`config.mk`:
```
export PLATFORM = sky130hd
export DESIGN_NAME = pri_request_latch
export DESIGN_NICKNAME = d
export VERILOG_FILES = /design/src/rtl/pri_request_latch.sv
export SDC_FILE = /design/constraint.sdc
export NUM_CORES = 1
export LEC_CHECK = 0
export BUFFER_PORTS_ARGS = -buffer_cell sky130_fd_sc_hd__buf_2
export CAP_MARGIN = 20
export CELL_PAD_IN_SITES_DETAIL_PLACEMENT = 0
export CELL_PAD_IN_SITES_GLOBAL_PLACEMENT = 1
export CORE_MARGIN = 2
export CORE_UTILIZATION = 35
export CTS_BUF_LIST = sky130_fd_sc_hd__clkbuf_4 sky130_fd_sc_hd__clkbuf_8
export DETAILED_ROUTE_END_ITERATION = 7
export GPL_TIMING_DRIVEN = 0
export PLACE_DENSITY_LB_ADDON = 0.1
export SYNTH_ARGS = -nofsm -noshare
export SYNTH_HDL_FRONTEND = slang
export SYNTH_SLANG_ARGS = --single-unit
```
`constraint.sdc`:
```
create_clock -name clk -period 2.17 [get_ports clk]
set_input_delay 0.434 -clock clk [delete_from_list [all_inputs] [get_ports clk]]
set_output_delay 0.434 -clock clk [all_outputs]
set_load 0.02 [all_outputs]
```
`src/rtl/pri_request_latch.sv`:
```
// pri_request_latch
// Request-capture and service-handshake stage in front of a 16-bit priority
// encoder. Each request line is synchronised, its rising edges are latched
// as pending bits, the unmasked pending vector is offered to the encoder,
// and the returned index is held for a consumer until acknowledged.
//
// Handshake: irq is a valid flag and irq_ack its ready. A transfer happens
// on a rising clock edge where irq=1 and irq_ack=1 (FSM in SERVE). irq_id is
// stable for the whole time irq=1. irq_ack outside SERVE has no effect, and
// a held-high irq_ack completes exactly one transfer per SERVE visit.
//
// SYNC_STAGES is meant to be 2 or 3.

module pri_request_latch #(
    parameter int SYNC_STAGES = 2
) (
    input  logic        clk,
    input  logic        reset,
    input  logic [15:0] req_in,
    input  logic [15:0] mask,
    output logic [15:0] encoder_in,
    output logic        enable,
    input  logic [3:0]  binary_out,
    output logic        irq,
    output logic [3:0]  irq_id,
    input  logic        irq_ack,
    output logic [15:0] pending,
    output logic [15:0] overrun,
    input  logic        ovf_clr,
    output logic [1:0]  state_dbg
);

    typedef enum logic [1:0] {
        S_IDLE  = 2'd0,
        S_ARB   = 2'd1,
        S_SERVE = 2'd2
    } state_t;

    state_t      state_q;
    logic [15:0] sync_q [SYNC_STAGES];
    logic [15:0] d_q;
    logic [15:0] pending_q;
    logic [15:0] overrun_q;
    logic        irq_q;
    logic [3:0]  irq_id_q;

    logic [15:0] sync_last;
    logic [15:0] edge_vec;
    logic [15:0] clear_vec;
    logic [15:0] ovr_set;
    logic        ack_take;

    assign sync_last = sync_q[SYNC_STAGES-1];

    // One-cycle pulse per request line on a synchronised low-to-high change.
    assign edge_vec = sync_last & ~d_q;

    // A completed handshake retires the bit currently in service.
    assign ack_take = (state_q == S_SERVE) && irq_ack;

    // One-hot of the serviced bit, only in the cycle the ack is taken.
    always_comb begin
        clear_vec = '0;
        if (ack_take) begin
            clear_vec = 16'(1) << irq_id_q;
        end
    end

    // Edge on a bit that stays pending this cycle is a lost event. An edge
    // coinciding with the clear of the same bit simply re-arms it instead.
    assign ovr_set = edge_vec & pending_q & ~clear_vec;

    // Request synchroniser chain and edge-detect delay flop.
    always_ff @(posedge clk) begin
        if (!reset) begin
            for (int s = 0; s < SYNC_STAGES; s++) begin
                sync_q[s] <= '0;
            end
            d_q <= '0;
        end else begin
            sync_q[0] <= req_in;
            for (int s = 1; s < SYNC_STAGES; s++) begin
                sync_q[s] <= sync_q[s-1];
            end
            d_q <= sync_last;
        end
    end

    // Pending bits: set by edges, cleared by the ack; set has priority.
    always_ff @(posedge clk) begin
        if (!reset) begin
            pending_q <= '0;
        end else begin
            pending_q <= (pending_q & ~clear_vec) | edge_vec;
        end
    end

    // Sticky overrun flags; a new overrun beats a same-cycle clear.
    always_ff @(posedge clk) begin
        if (!reset) begin
            overrun_q <= '0;
        end else if (ovf_clr) begin
            overrun_q <= ovr_set;
        end else begin
            overrun_q <= overrun_q | ovr_set;
        end
    end

    // Service FSM with registered irq and irq_id.
    always_ff @(posedge clk) begin
        if (!reset) begin
            state_q  <= S_IDLE;
            irq_q    <= 1'b0;
            irq_id_q <= 4'd0;
        end else begin
            case (state_q)
                S_IDLE: begin
                    // Only consult the encoder when something is eligible.
                    if (|encoder_in) begin
                        state_q <= S_ARB;
                    end
                end
                S_ARB: begin
                    // Encoder settles combinationally within this cycle.
                    irq_id_q <= binary_out;
                    irq_q    <= 1'b1;
                    state_q  <= S_SERVE;
                end
                S_SERVE: begin
                    if (irq_ack) begin
                        irq_q   <= 1'b0;
                        state_q <= S_IDLE;
                    end
                end
                default: begin
                    irq_q   <= 1'b0;
                    state_q <= S_IDLE;
                end
            endcase
        end
    end

    assign encoder_in = pending_q & ~mask;
    assign enable     = (state_q == S_ARB);
    assign irq        = irq_q;
    assign irq_id     = irq_id_q;
    assign pending    = pending_q;
    assign overrun    = overrun_q;
    assign state_dbg  = state_q;

endmodule
```
# After elaboration in Yosys (flattened, before gate mapping)
# Memory sizes are Yosys's and may differ from the RTL's.
# Cells that the tools add are included.
[word_totals]
regBits = 55
mem_bits_rw = 32
in_bits = 40
output_inout_bits = 56
word_cells = 41
n_memories = 1
[mem_list]
columns = ["memory", "words", "width", "read_ports", "rd_ports_with_merged_regs", "write_ports", "line", "rtl"]
rows = [
  ["sync_q", 2, 16, 2, 0, 2, "40", "logic [15:0] sync_q [SYNC_STAGES];"],
]
[op_classes]
eq_ne = 4
n_shift = 1
mux = 11
bitwise_logic = 13
reduce_logical = 5
[ops]
columns = ["operator", "n"]
rows = [
  ["$and 16x16->16", 5],
  ["$mux 16", 4],
  ["$not 16->16", 3],
  ["$or 16x16->16", 2],
  ["$reduce_or 16->1", 1],
  ["$shl 1x4->16 const A", 1],
  ["$pmux 2 s3", 1],
  ["$mux 2", 2],
  ["$ne 2x2->1 const B", 2],
  ["$reduce_and 2->1", 2],
  ["$mux 1", 3],
  ["$pmux 1 s3", 1],
  ["$eq 2x1->1 const B", 1],
  ["$eq 2x2->1 const B", 1],
  ["$logic_not 2->1", 1],
  ["$or 1x1->1", 2],
  ["$logic_and 1x1->1", 1],
  ["$not 1->1", 1],
]

# Logic depth before layout (Yosys ltp)
[logic_depth]
depth_word = 7
mapped_depth = 6
depth_no_buf = 4

# Worst setup path after synthesis
# OpenSTA, ideal clock, no wires.
[synth_timing]
path_type = "register -> register"
startpoint = "register state_q[0] (netlist: state_dbg[0])"
endpoint = "register overrun_q[11] (netlist: overrun[11])"
setup_time_ns = 0.117
arrival_time_ns = 1.444
t_required_ns = 2.053
path_slack_ns = 0.609
stages_incl_launch_ff = 5
n_path_buf = 1
synth_period_minus_slack_ns = 1.561
path_cell_list = "dfxtp_1 > or3b_1 > buf_2 > o311a_1 > a22o_1"
[synth_between]
elab_chain_cells = 7
[synth_lines]
columns = ["item", "line", "rtl"]
rows = [
  ["start, declared", "39", "state_t state_q;"],
  ["start signal, assigned", "112", "state_q <= S_IDLE;"],
  ["start signal, assigned", "120", "state_q <= S_ARB;"],
  ["start signal, assigned", "127", "state_q <= S_SERVE;"],
  ["$eq 2x2->1 *", "59", "assign ack_take = (state_q == S_SERVE) && irq_ack;"],
  ["$logic_and 1x1->1 *", "59", ""],
  ["$mux 16 *", "64", "if (ack_take) begin"],
  ["$not 16->16 *", "71", "assign ovr_set = edge_vec & pending_q & ~clear_vec;"],
  ["$and 16x16->16 *", "71", ""],
  ["$or 16x16->16", "105", "overrun_q <= overrun_q | ovr_set;"],
  ["$mux 16 *", "102", "end else if (ovf_clr) begin"],
  ["end signal, assigned", "103", "overrun_q <= ovr_set;"],
  ["end signal, assigned", "105", ""],
  ["end, declared", "43", "logic [15:0] overrun_q;"],
]
# Every way passes the cells marked *; elsewhere a longest branch is shown, timed or not.
# A chain may end at the register's enable or synchronous reset.

# Worst setup path after layout
[layout_timing]
startpoint = "register state_q[0] (netlist: state_dbg[0])"
endpoint = "output enable"
[layout_between]
elab_chain_cells = 1
[layout_lines]
columns = ["item", "line", "rtl"]
rows = [
  ["$eq 2x1->1", "144", "assign enable = (state_q == S_ARB);"],
  ["end, declared", "22", "output logic enable,"],
]
# No other way between the ends.

==> metrics.cfg <==
[floorplanning]
die_x_um=95.4
die_area_um2=9110
core_area_um2=8180
ios=96
initial_utilization_pct=35.8
die_h_um=95.4
rows=33

[power_and_ir_drop]
leakage_nw=1.86
ir_worst_vdd_uv=435
power_density_nw_per_um2=855

[sta]
rsz0062_at_grt=false
slew_viol_final=0
period_needed_ns=1.97
finClkSkew_ns=0.00659
max_freq_ghz=0.508
relSlewSlack_pct=58.4
finalCritPeriodShare_pct=90.7
finalWorstSetupSlack_ns=0.201
finalSetupTns_ns=0
worst_pin_slew_ns=0.625
final-hold-violation-count=0
setup_viol=0

[critical_path]
reg2reg_from=state_dbg[0]$_SDFFE_PN0P_
regToRegEndpoint=overrun[13]$_SDFF_PN0_
path_max_fanout=8
critPathLaunchType=register
required_ns=1.74
critPathCaptureType=primary output
r2r.worst_path.cells=4
ff2ff_setup_slack_ns=0.45
crit_path_end=enable
cp-startpoint=state_dbg[0]$_SDFFE_PN0P_
crit_type=reg -> out
cp.arrival_ns=1.54

[layout]
utilization_pct=45.7
drive_gt1_share_pct=29.2
mostFrequentLayoutCells=buf_2 (97), dfxtp_1 (87), and2_1 (48)
nets=425
antenna_cells=0
nFillCells=815
final_common_cell=buf_2
syn2layout_area_growth_pct=27.6

[global_routing]
antenna_found_initial=0
met3_usage_pct=3.24
grt_overflow=0
grt_pass1_wl_mm=11.4
grtUsageMet2_pct=26.8
grt_use_total_pct=17.2
use_met1_pct=23.3
busiest_layer=met2
grt_pass1_vias=2155
grt_max_degree=16

[cts]
cts_tree=yes
cts.sinks=87
clockBufferDepth=2
root_buffer=clkbuf_8
htree_levels=3
clk_pin_slew_ns=0.09
post_cts_resized=0
cts_hold_buffers=0
cts_setup_buffers=0
cts_made_buffers=9
insertion_delay_ns=0.34

[route]
drt-initial-drc-count=68
ant_nets=0
dr.pass1.iters=4
wirelength_mm=7.43
drc=0
vias=2286
via_per_inst=4.62
wl_per_cell_um=15.0

[yosys]
syn_avg_cell_area_um2=10.5
ys_types=27
synth-warning-count=0
synth_area_um2=2930
yosysSeqAreaShare_pct=59.5
ys_ff_latch=87
syn-num-nets=320
postSynthCellCount=280

[job]
maxCapViolCount=0

[min_path]
hold_start=req_in[5]
hp-class=in -> reg

[placed_design]
dp_hpwl_mm=5.46
gp_congestion=0.772
dp_slack_ns=0.189
io_buffers=94

[status]
outcome=completed

==> Yosys cell counts <==
cell type,count,area (µm²)
buf_2,3,15.0
nand2_1,13,48.8
dfxtp_1,87,1740
and2_1,48,300
clkbuf_1,8,30.0
a22o_1,14,123
o211a_1,7,70.1
or2_2,1,6.26
inv_1,3,11.3
nor2b_1,32,200
o311ai_0,1,8.76
nand4_1,1,6.26
or3_1,3,18.8
a21oi_1,7,35.0
nand3b_1,1,7.51
a31oi_1,1,6.26
nor2_1,16,60.1
or3b_1,1,8.76
nor4_1,5,31.3
nand2b_1,2,12.5
nor4b_1,1,8.76
buf_1,1,3.75
mux2i_1,2,20.0
a21o_1,13,97.6
o21ai_0,6,30.0
nand3_1,1,5.00
o311a_1,2,20.0
==> kinds of logic (layout without fill, tap and decap cells) <==
| kind of cell | after synthesis | count (layout) | share of synthesized area (%) |
|---|---|---|---|
| mux | 2 | 2 | 0.684 |
| simple gates | 125 | 125 | 24.4 |
| compound gates | 51 | 51 | 13.3 |
| flops | 87 | 87 | 59.5 |
| buf+inv | 15 | 125 | 2.05 |
==> how the worst min path moves through the flow <==
stage,to,slack [ns],cells after the start
3_5_place_dp,sync_q[0][23]$_SDFF_PN0_,0.42,1
5_1_grt,sync_q[0][13]$_SDFF_PN0_,0.28,2
6_report,sync_q[0][5]$_SDFF_PN0_,0.29,2
3_3_place_gp,sync_q[0][28]$_SDFF_PN0_,0.41,1
2_1_floorplan,sync_q[0][16]$_SDFF_PN0_,0.41,1
4_1_cts,sync_q[0][14]$_SDFF_PN0_,0.27,2
==> report_power, final <==
| group | leakage [nW] | switching (W) | internal, W |
|---|---|---|---|
| clock | 0.103 | 0.000572 | 0.000570 |
| combinational | 1.05 | 0.000204 | 0.000135 |
| sequential | 0.713 | 0.0000466 | 0.00167 |
| total | 1.86 | 0.000823 | 0.00237 |
==> through the flow <==
stage / area [µm²] / cells / hold WS, ns / power [W]
after detailed placement: 3530 / 479 / 0.418 / 0.00210
final: 3730 / 495 / 0.287 / 0.00319
after global placement: 3530 / 479 / 0.413 / 0.00209
after CTS: 3730 / 495 / 0.271 / 0.00324
after floorplan: 2930 / 280 / 0.412 / 0.00195
after global routing: 3730 / 495 / 0.281 / 0.00334
==> critical path: stages, from the launching register on <==
cell	delay (ns)
dfxtp_1	0.46
nor2b_1	0.16
clkbuf_1	0.33
buf_2	0.24
==> layout make-up <==
cell class                 instances  area (µm²)  share of cell area (%)
sequential                        87        1740                    46.6
multi-input combinational        178        1120                    30.1
timing repair buffer              94         470                    12.6
clock buffer                      10         138                    3.69
tap                              105         131                    3.52
clock inverter                     6        68.8                    1.84
buffer                            12        48.8                    1.31
inverter                           3        11.3                   0.302
==> registers in the layout, indices dropped and copies added, names as in the netlist <==
register / count
state_dbg: 2
pending: 16
sync_q: 32
irq_id: 4
overrun: 16
irq: 1
d_q: 16
==> metal layers <==
metal	up-vias	routed length, µm
met5	-	0
met4	0	191
met3	11	469
met2	76	3230
met1	1043	3540
li1	1156	-
Power figures use the tool's default switching activity.
